**config.mk**
```make
export PLATFORM = sky130hd
export DESIGN_NAME = uart_rx
export DESIGN_NICKNAME = d
export VERILOG_FILES = /design/src/rtl/uart_rx_pkg.sv /design/src/rtl/uart_rx_sync_ff.sv /design/src/rtl/uart_rx.sv
export SDC_FILE = /design/constraint.sdc
export NUM_CORES = 1
export LEC_CHECK = 0
export BUFFER_PORTS_ARGS = -buffer_cell sky130_fd_sc_hd__buf_2
export CAP_MARGIN = 40
export CORE_UTILIZATION = 30
export CTS_BUF_LIST = sky130_fd_sc_hd__clkbuf_8
export CTS_CLUSTER_SIZE = 24
export DETAILED_ROUTE_END_ITERATION = 12
export PLACE_DENSITY_LB_ADDON = 0.08
export SETUP_SLACK_MARGIN = 0.3
export SLEW_MARGIN = 20
export SYNTH_ARGS = -nofsm -noshare
export SYNTH_HDL_FRONTEND = slang
export SYNTH_SLANG_ARGS = --single-unit
export TNS_END_PERCENT = 10
```
**constraint.sdc**
```tcl
create_clock -name i_clk -period 2.66 [get_ports i_clk]
set_clock_uncertainty 0.2 [all_clocks]
set_input_delay 0.399 -clock i_clk [delete_from_list [all_inputs] [get_ports i_clk]]
set_output_delay 0.399 -clock i_clk [all_outputs]
set_load 0.005 [all_outputs]
```
**src/rtl/uart_rx_pkg.sv**
```systemverilog
// uart_pkg: shared definitions for the UART receive path.
//   - FSM state encoding for uart_rx (IDLE, START, DATA, PARITY, STOP)
//   - OVERSAMPLE: ticks per bit period
//   - MID_SAMPLE: tick index at the middle of the start bit
//   - clog2: ceiling log2, shared with the baud rate generator
package uart_pkg;

  localparam logic [2:0] IDLE   = 3'd0;
  localparam logic [2:0] START  = 3'd1;
  localparam logic [2:0] DATA   = 3'd2;
  localparam logic [2:0] PARITY = 3'd3;
  localparam logic [2:0] STOP   = 3'd4;

  localparam int OVERSAMPLE = 16;
  localparam int MID_SAMPLE = 7;

  // Ceiling log2. clog2(1) = 0, clog2(16) = 4, clog2(24) = 5.
  function automatic int clog2(input int value);
    int v;
    int r;
    v = value - 1;
    r = 0;
    while (v > 0) begin
      r = r + 1;
      v = v >> 1;
    end
    return r;
  endfunction

endpackage

```
**src/rtl/uart_rx_sync_ff.sv**
```systemverilog
// sync_ff: NB_SYNC-deep bit synchronizer for an asynchronous input.
// The flops reset to 1, which matches an idle-high serial line.
// Ports:
//   clk   - destination clock
//   reset - synchronous, active-high reset (stages forced to 1)
//   d     - asynchronous input bit
//   q     - synchronized output, NB_SYNC cycles behind d
module sync_ff #(
  parameter int NB_SYNC = 2
) (
  input  logic clk,
  input  logic reset,
  input  logic d,
  output logic q
);

  logic [NB_SYNC-1:0] stages;

  // Shift the async bit through the synchronizer chain.
  always_ff @(posedge clk) begin
    if (reset) begin
      stages <= '1;
    end else begin
      stages <= {stages[NB_SYNC-2:0], d};
    end
  end

  assign q = stages[NB_SYNC-1];

endmodule

```
**src/rtl/uart_rx.sv**
```systemverilog
// uart_rx: UART receiver driven by a 16x oversampling tick.
// Frame: start bit, NB_DATA data bits LSB first, optional even parity bit
// (build with macro UART_RX_PARITY_EN), then the stop interval of SB_TICK ticks.
// Ports:
//   i_clk          - system clock
//   i_reset        - synchronous, active-high reset
//   i_s_tick       - one-cycle oversampling tick, 16 per bit period
//   i_rx           - asynchronous serial line, idle high
//   o_dout         - last received word, held until the next frame completes
//   o_rx_done_tick - one-cycle strobe when o_dout and the error flags update
//   o_frame_err    - stop bit sampled low in the last frame
//   o_parity_err   - parity mismatch in the last frame (0 without parity)
module uart_rx
  import uart_pkg::*;
#(
  parameter int NB_DATA = 8,
  parameter int SB_TICK = 16,
  parameter int NB_SYNC = 2
) (
  input  logic               i_clk,
  input  logic               i_reset,
  input  logic               i_s_tick,
  input  logic               i_rx,
  output logic [NB_DATA-1:0] o_dout,
  output logic               o_rx_done_tick,
  output logic               o_frame_err,
  output logic               o_parity_err
);

  localparam int S_W = (clog2(SB_TICK) > 4) ? clog2(SB_TICK) : 4;
  localparam int N_W = (clog2(NB_DATA) > 1) ? clog2(NB_DATA) : 1;

  localparam logic [S_W-1:0] S_MID  = S_W'(MID_SAMPLE);
  localparam logic [S_W-1:0] S_BIT  = S_W'(OVERSAMPLE - 1);
  localparam logic [S_W-1:0] S_STOP = S_W'(SB_TICK - 1);
  localparam logic [S_W-1:0] S_ONE  = S_W'(1);
  localparam logic [N_W-1:0] N_LAST = N_W'(NB_DATA - 1);
  localparam logic [N_W-1:0] N_ONE  = N_W'(1);

  logic               rx_s;
  logic [2:0]         state;
  logic [S_W-1:0]     s_cnt;
  logic [N_W-1:0]     n_cnt;
  logic [NB_DATA-1:0] shift_reg;
`ifdef UART_RX_PARITY_EN
  logic               parity_bit;

  // Even parity: data bits plus parity bit must hold an even number of ones.
  function automatic logic parity_mismatch(input logic [NB_DATA-1:0] d,
                                           input logic p);
    return (^d) ^ p;
  endfunction
`endif

  sync_ff #(
    .NB_SYNC (NB_SYNC)
  ) u_sync (
    .clk   (i_clk),
    .reset (i_reset),
    .d     (i_rx),
    .q     (rx_s)
  );

  // Frame recovery FSM; outputs are registered when the stop interval ends.
  always_ff @(posedge i_clk) begin
    if (i_reset) begin
      state          <= IDLE;
      s_cnt          <= '0;
      n_cnt          <= '0;
      shift_reg      <= '0;
      o_dout         <= '0;
      o_rx_done_tick <= 1'b0;
      o_frame_err    <= 1'b0;
      o_parity_err   <= 1'b0;
`ifdef UART_RX_PARITY_EN
      parity_bit     <= 1'b0;
`endif
    end else begin
      o_rx_done_tick <= 1'b0;
`ifndef UART_RX_PARITY_EN
      o_parity_err   <= 1'b0;
`endif
      case (state)
        IDLE: begin
          // Falling edge detection does not wait for a tick.
          if (!rx_s) begin
            state <= START;
            s_cnt <= '0;
          end
        end
        START: begin
          if (i_s_tick) begin
            if (s_cnt == S_MID) begin
              if (!rx_s) begin
                state <= DATA;
                s_cnt <= '0;
                n_cnt <= '0;
              end else begin
                // Line went high again by mid start bit: a glitch.
                state <= IDLE;
              end
            end else begin
              s_cnt <= s_cnt + S_ONE;
            end
          end
        end
        DATA: begin
          if (i_s_tick) begin
            if (s_cnt == S_BIT) begin
              shift_reg <= {rx_s, shift_reg[NB_DATA-1:1]};
              s_cnt     <= '0;
              if (n_cnt == N_LAST) begin
`ifdef UART_RX_PARITY_EN
                state <= PARITY;
`else
                state <= STOP;
`endif
              end else begin
                n_cnt <= n_cnt + N_ONE;
              end
            end else begin
              s_cnt <= s_cnt + S_ONE;
            end
          end
        end
`ifdef UART_RX_PARITY_EN
        PARITY: begin
          if (i_s_tick) begin
            if (s_cnt == S_BIT) begin
              parity_bit <= rx_s;
              s_cnt      <= '0;
              state      <= STOP;
            end else begin
              s_cnt <= s_cnt + S_ONE;
            end
          end
        end
`endif
        STOP: begin
          if (i_s_tick) begin
            if (s_cnt == S_STOP) begin
              state          <= IDLE;
              o_dout         <= shift_reg;
              o_frame_err    <= ~rx_s;
              o_rx_done_tick <= 1'b1;
`ifdef UART_RX_PARITY_EN
              o_parity_err   <= parity_mismatch(shift_reg, parity_bit);
`endif
            end else begin
              s_cnt <= s_cnt + S_ONE;
            end
          end
        end
        default: begin
          state <= IDLE;
          s_cnt <= '0;
        end
      endcase
    end
  end

endmodule

```
==> results of run 1 <==
==> logic make-up (layout without fill, tap and decap cells) <==
kind of cell | count (synthesis) | in the layout
other | 1 | 1
DFF | 30 | 30
buffers and inverters | 20 | 28
adders and majority gates | 4 | 4
xor gates and xnor gates | 2 | 2
muxes | 3 | 3
AOI/OAI and AO/OA | 52 | 52
and+or+nand+nor | 63 | 63
==> layer usage <==
metal	global-route usage	part of all wire	up-vias
met5	0	0	-
met4	0.0370	0.0087	0
met3	0.0417	0.036	4
met2	0.180	0.42	24
met1	0.178	0.53	551
li1	-	-	619
==> path summary, 6_finish.rpt <==
| check | end | slack, ps |
|---|---|---|
| worst min-delay path | u_sync.stages[0] | 100 |
| worst max-delay path | n_cnt[0] | 480 |
| worst min register to register | u_sync.stages[1] | 210 |
| worst max register to register | n_cnt[0] | 480 |
==> area by class of cell <==
| class | count | area, sq um |
|---|---|---|
| timing repair buffer | 14 | 72.6 |
| tap | 67 | 83.8 |
| fill | 514 | 3150 |
| inverter | 6 | 22.5 |
| multi-input combinational | 125 | 732 |
| sequential | 30 | 601 |
| clock buffer | 6 | 82.6 |
| clock inverter | 2 | 12.5 |
==> power groups by stage <==
stage          Clock (mW)  Sequential, mW  Combinational [mW]
5_1_grt             0.421           0.462              0.0483
6_report            0.386           0.462              0.0432
2_1_floorplan           0           0.467              0.0454
3_5_place_dp            0           0.472              0.0423
3_3_place_gp            0           0.472              0.0432
4_1_cts             0.404           0.461              0.0428
==> metrics by stage <==
stage / instances / worst slack, ps / hold WS [ps] / area, sq um / util
after global placement: 242 / 520 / 192 / 1510 / 0.317
after floorplan: 175 / 718 / 189 / 1490 / -
final: 250 / 479 / 102 / 1610 / 0.338
after CTS: 250 / 487 / 86.1 / 1600 / 0.337
after detailed placement: 242 / 507 / 199 / 1510 / 0.317
after global routing: 250 / 258 / 97.0 / 1610 / 0.338
==> synthesized netlist by cell type (2+ instances only) <==
library cell  number
inv_1              5
a21oi_1           21
nand2_1           26
a22o_1             2
a31oi_1            5
nor2_1            15
buf_2              2
mux2i_1            2
and3_1             3
dfxtp_1           30
ha_1               3
o211ai_1           2
clkbuf_1           4
xor2_1             2
nand3_1            3
clkbuf_8           3
nand2b_1           4
o21ai_0           11
buf_6              3
or2_2              2
==> critical path, stage by stage (launching register included) <==
cell      delay, ps
dfxtp_1         580
nor3b_1         440
a31oi_1         160
a311oi_2        390
mux2i_1         240
nor2_1           50
==> repair_timing <==
item | CTS | global route
hold endpoints to repair | 0 | 0
hold buffers | 0 | 0
gates resized for setup | 0 | 1
endpoints found under the setup margin | 0 | 11
==> impl_metrics.tcl, run 1 <==
set metrics [dict create \
    synth_edf_count 0 \
    gp_congestion 0.776 \
    cts.reportedPaths.clkPinSlew_ps 70 \
    cp-startpoint "state[1]" \
    fmax_mhz 459 \
    reg2reg_depth 5 \
    crit_fanout 12 \
    synth_top_family_by_area "compound AO/OA/AOI/OAI gates" \
    grt.overflow.total 0 \
    fin_crit_sh 0.820 \
    syn_avg_cell_area_sq_um 8.53 \
    grt_usage 0.125 \
    post-cts-setup-buffers 0 \
    power_density_nw_per_um2 554 \
    synth_top_area_cell "dfxtp_1" \
    die_w_um 72.5 \
    antenna_found_initial 0 \
    max_cap_viol_count 0 \
    synthCells 175 \
    ys_warn_count 0 \
    synth_top_area_frac 0.402 \
    ys_types 47 \
    p_clk_frac 0.433 \
    tightest_slew_ps 565 \
    critPathKind "reg2reg" \
    p_seq_frac 0.518 \
    antenna_left 0 \
    maxSlewViolCount 0 \
    ys_seq_area_frac 0.402 \
    synth_compound_area_frac 0.218 \
    crit_required_ps 2610 \
    grt_max_degree 31 \
    drt_first_pass_iters 4 \
    cts_max_path_buffers 2 \
    slew_headroom 0.623 \
    clock_sinks 30 \
    ios 15 \
    hold_class "in2reg" \
    ir_drop_v 0.000251 \
    drive_above_1_share 0.175 \
    die_h_um 72.5 \
    ys_seq_elements 30 \
    nets 189 \
    via_per_inst 4.79 \
    min_from "i_rx" \
    cts_root_buf "clkbuf_8" \
    rows 25 \
    arrival_ps 2130 \
    areaGrowthSynthToFinish_pct 7.63 \
    start_util 0.314 \
    synth_fa_ha_area_frac 0.0319 \
    final_common_cell "dfxtp_1" \
    wl_per_cell_um 12.0 \
    diodes 0 \
    drcViolationCount 0 \
    dpl.hpwl_um 1980 \
    via_count 1198 \
    cts_tree "built" \
    synth_xor_area_frac 0.0117 \
    core_sq_um 4750 \
    first_global_vias 1058 \
    layout_common_cells "30 x dfxtp_1, 26 x nand2_1, 21 x a21oi_1, 14 x nor2_1, 13 x buf_2" \
    status "finished clean" \
    intPower_uw 679 \
    synth_area_sq_um 1490 \
    p_switching_uw 211 \
    htree_levels 2 \
    p_leak_nw 0.604 \
    io_buffer_count 13 \
    hold_viol 0 \
    yosys.area_share.simple 0.204 \
    syn_nets 182 \
    swShare 0.237 \
    comb_power_share 0.048 \
    drt-initial-drc-count 57 \
    hold_depth 2 \
    rr_startpoint "state[1]" \
    critPathLaunchType "flop" \
    layout_min_cycle_time_ps 2180 \
    power.total_uw 891 \
    routed_wl_um 2990 \
    synth_mux_area_frac 0.0210 \
    grt_pass1_wl_um 5070 \
    synth_top_flop_cell "dfxtp_1" \
    dieArea_sq_um 5260 \
    cts_buffers 5 \
    rsz0062_at_grt "yes" \
    setup.worst_path.end_class "flop" \
    synthTopCellsByArea "dfxtp_1 40%, a21oi_1 7.0%, nand2_1 6.5%, nor2_1 3.8%, o21ai_0 3.7%" \
    clk_latency_ps 280 \
    setup_tns_ps 0 \
    finalSetupViolCount 0 \
    synthArstFlopShare 0 \
]
(Power assumes the default switching activity.)
==> inputs of run 2 (changes only) <==
- ABC_AREA: default -> 1
- clock period: 2.66 -> 1.9 ns (I/O delays scaled with it)
==> run 2 against run 1 <==
Net effect: die area is 7.2% lower; cell area is 9.7% higher; power grew to 2.5 times the previous value; critical endpoint unchanged; largest power group is now combinational logic; highest routed layer unchanged.
==> impl_metrics.tcl, run 2 <==
set metrics [dict create \
    status "finished clean" \
    crit_fanout 6 \
    postPlaceCellArea_sq_um 1510 \
    diodes 0 \
    antenna_left 0 \
    rsz0062_at_grt "yes" \
    grt.overflow.total 0 \
    critPathLaunchType "flop" \
    synth_top_flop_cell "dfxtp_1" \
    p_switching_uw 847 \
    drt_first_pass_iters 4 \
    arrival_ps 1580 \
    crit_family "simple AND/OR/NAND/NOR gates" \
    cts_buffers 5 \
    min_from "i_reset" \
    nFillCells 463 \
    seq_area_sq_um 617 \
    setup_tns_ps 0 \
    cts_max_path_buffers 2 \
    nets 225 \
    core_sq_um 4380 \
    final_core_util 0.402 \
    wl_per_cell_um 12.2 \
    grt_usage 0.148 \
    p_seq_frac 0.347 \
    synth_top_area_cell "dfxtp_1" \
    cts_root_buf "clkbuf_8" \
    power.total_mw 2.25 \
    grt_pass1_wl_um 5730 \
    fin_crit_sh 0.847 \
    ios 15 \
    via_per_inst 4.76 \
    cts_tree "built" \
    syn_avg_cell_area_sq_um 7.02 \
    die_h_um 69.9 \
    yosysMostFrequentCell "nor2_1" \
    swShare 0.377 \
    dpl.hpwl_um 2360 \
    p_clk_frac 0.291 \
    critPathKind "reg2reg" \
    ys_seq_area_frac 0.434 \
    areaGrowthSynthToFinish_pct 27.5 \
    antenna_found_initial 0 \
    fin_cells 270 \
    hold_viol 0 \
    htree_levels 2 \
    drive_above_1_share 0.289 \
    final_common_cell "nor2_1" \
    synth_edf_count 0 \
    synthTopCellsByArea "dfxtp_1 43%, nor2_1 12%, nand2_1 10%, o21ai_0 7.6%, a21oi_1 5.1%" \
    syn_nets 204 \
    ys_seq_elements 30 \
    fmax_mhz 622 \
    layout_min_cycle_time_ps 1610 \
    cp-startpoint "n_cnt[1]" \
    drt-initial-drc-count 87 \
    ys_types 23 \
    maxSlewViolCount 0 \
    finalSetupViolCount 0 \
    synthCells 197 \
    layout_common_cells "41 x nor2_1, 34 x nand2_1, 23 x dfxtp_1, 19 x o21ai_0, 14 x inv_1" \
    power_density_nw_per_um2 1280 \
    setup.worst_path.end_class "flop" \
    die_w_um 69.9 \
    ir_drop_v 0.000463 \
    ys_warn_count 0 \
    synthTopCellsByCount "45 x nor2_1, 37 x nand2_1, 30 x dfxtp_1, 21 x o21ai_0, 15 x inv_1" \
    path_buf_inv 0 \
    final_area_sq_um 1760 \
    io_buffer_count 13 \
    synth_top_area_frac 0.434 \
    multiInputGateArea_sq_um 793 \
    crit_path_max_incr_delay_ps 340 \
    crit_top_cell "ha_4" \
    comb_power_share 0.362 \
    routed_wl_um 3280 \
    grt_max_degree 20 \
    gp_congestion 0.821 \
    synthArstFlopShare 0 \
    drcViolationCount 0 \
    clk_latency_ps 280 \
    via_count 1285 \
    crit_required_ps 1870 \
    placed_cells 262 \
    clock_sinks 30 \
    synth_area_sq_um 1380 \
    p_leak_nw 0.780 \
    dieArea_sq_um 4880 \
    crit_slowest_cell "dfxtp_2" \
    rows 24 \
    start_util 0.315 \
    max_cap_viol_count 0 \
    rr_startpoint "n_cnt[1]" \
    first_global_vias 1263 \
    cp_cell_sequence "ha_4 > ha_4 > nand3b_1 > o21ai_1 > nand2_2 > a21oi_2 > nor2_1" \
    cts.reportedPaths.clkPinSlew_ps 60 \
    intPower_mw 1.40 \
    hold_class "in2reg" \
]
[run 2: worst paths after layout]
path / slack [ps] / end / cells past startpoint
max: 290 / n_cnt[0] / 7
min: 50 / s_cnt[1] / 2
max reg2reg: 290 / n_cnt[0] / 7
min reg2reg: 210 / u_sync.stages[1] / 1
[run 2: repair_timing]
action | 4_1_cts | 5_1_grt
hold endpoints to repair | 1 | 0
buffers inserted | 0 | 0
pin swaps | 7 | 9
setup endpoints to repair | 27 | 23
hold buffers | 1 | 0
gates resized for setup | 29 | 9
cloned | 0 | 0
[run 2: kinds of logic after synthesis]
group / synth area share
AND/OR/NAND/NOR: 0.311
AO/OA/AOI/OAI: 0.139
flip-flops: 0.434
buffers and inverters: 0.0724
adder cells (fa/ha/maj): 0.0272
XOR/XNOR: 0.0127
other: 0.00271
[run 2: stage by stage]
step	setup WS, ps	hold slack, ps
after floorplan	372	154
after global placement	166	190
after detailed placement	116	194
after CTS	299	50.8
after global routing	226	57.6
final	291	47.1
[run 2: metal layers]
metal / vias up / wire (um) / GRT usage
li1: 664 / - / -
met1: 595 / 1420 / 0.168
met2: 17 / 1680 / 0.261
met3: 9 / 109 / 0.0375
met4: 0 / 72 / 0.0622
met5: - / 0 / 0
[run 2: cell type report]
type	count	area share
tap	52	0.0369
clock buffer	6	0.0468
sequential	30	0.350
multi-input combinational	146	0.450
timing repair buffer	17	0.0554
clock inverter	1	0.0170
inverter	18	0.0440
[run 2: power groups by stage]
stage	clock network [mW]	registers [mW]	logic, mW
after floorplan	0	0.739	0.547
after global placement	0	0.754	0.672
after detailed placement	0	0.754	0.673
after CTS	0.670	0.769	0.757
after global routing	0.699	0.791	0.919
final	0.654	0.781	0.813
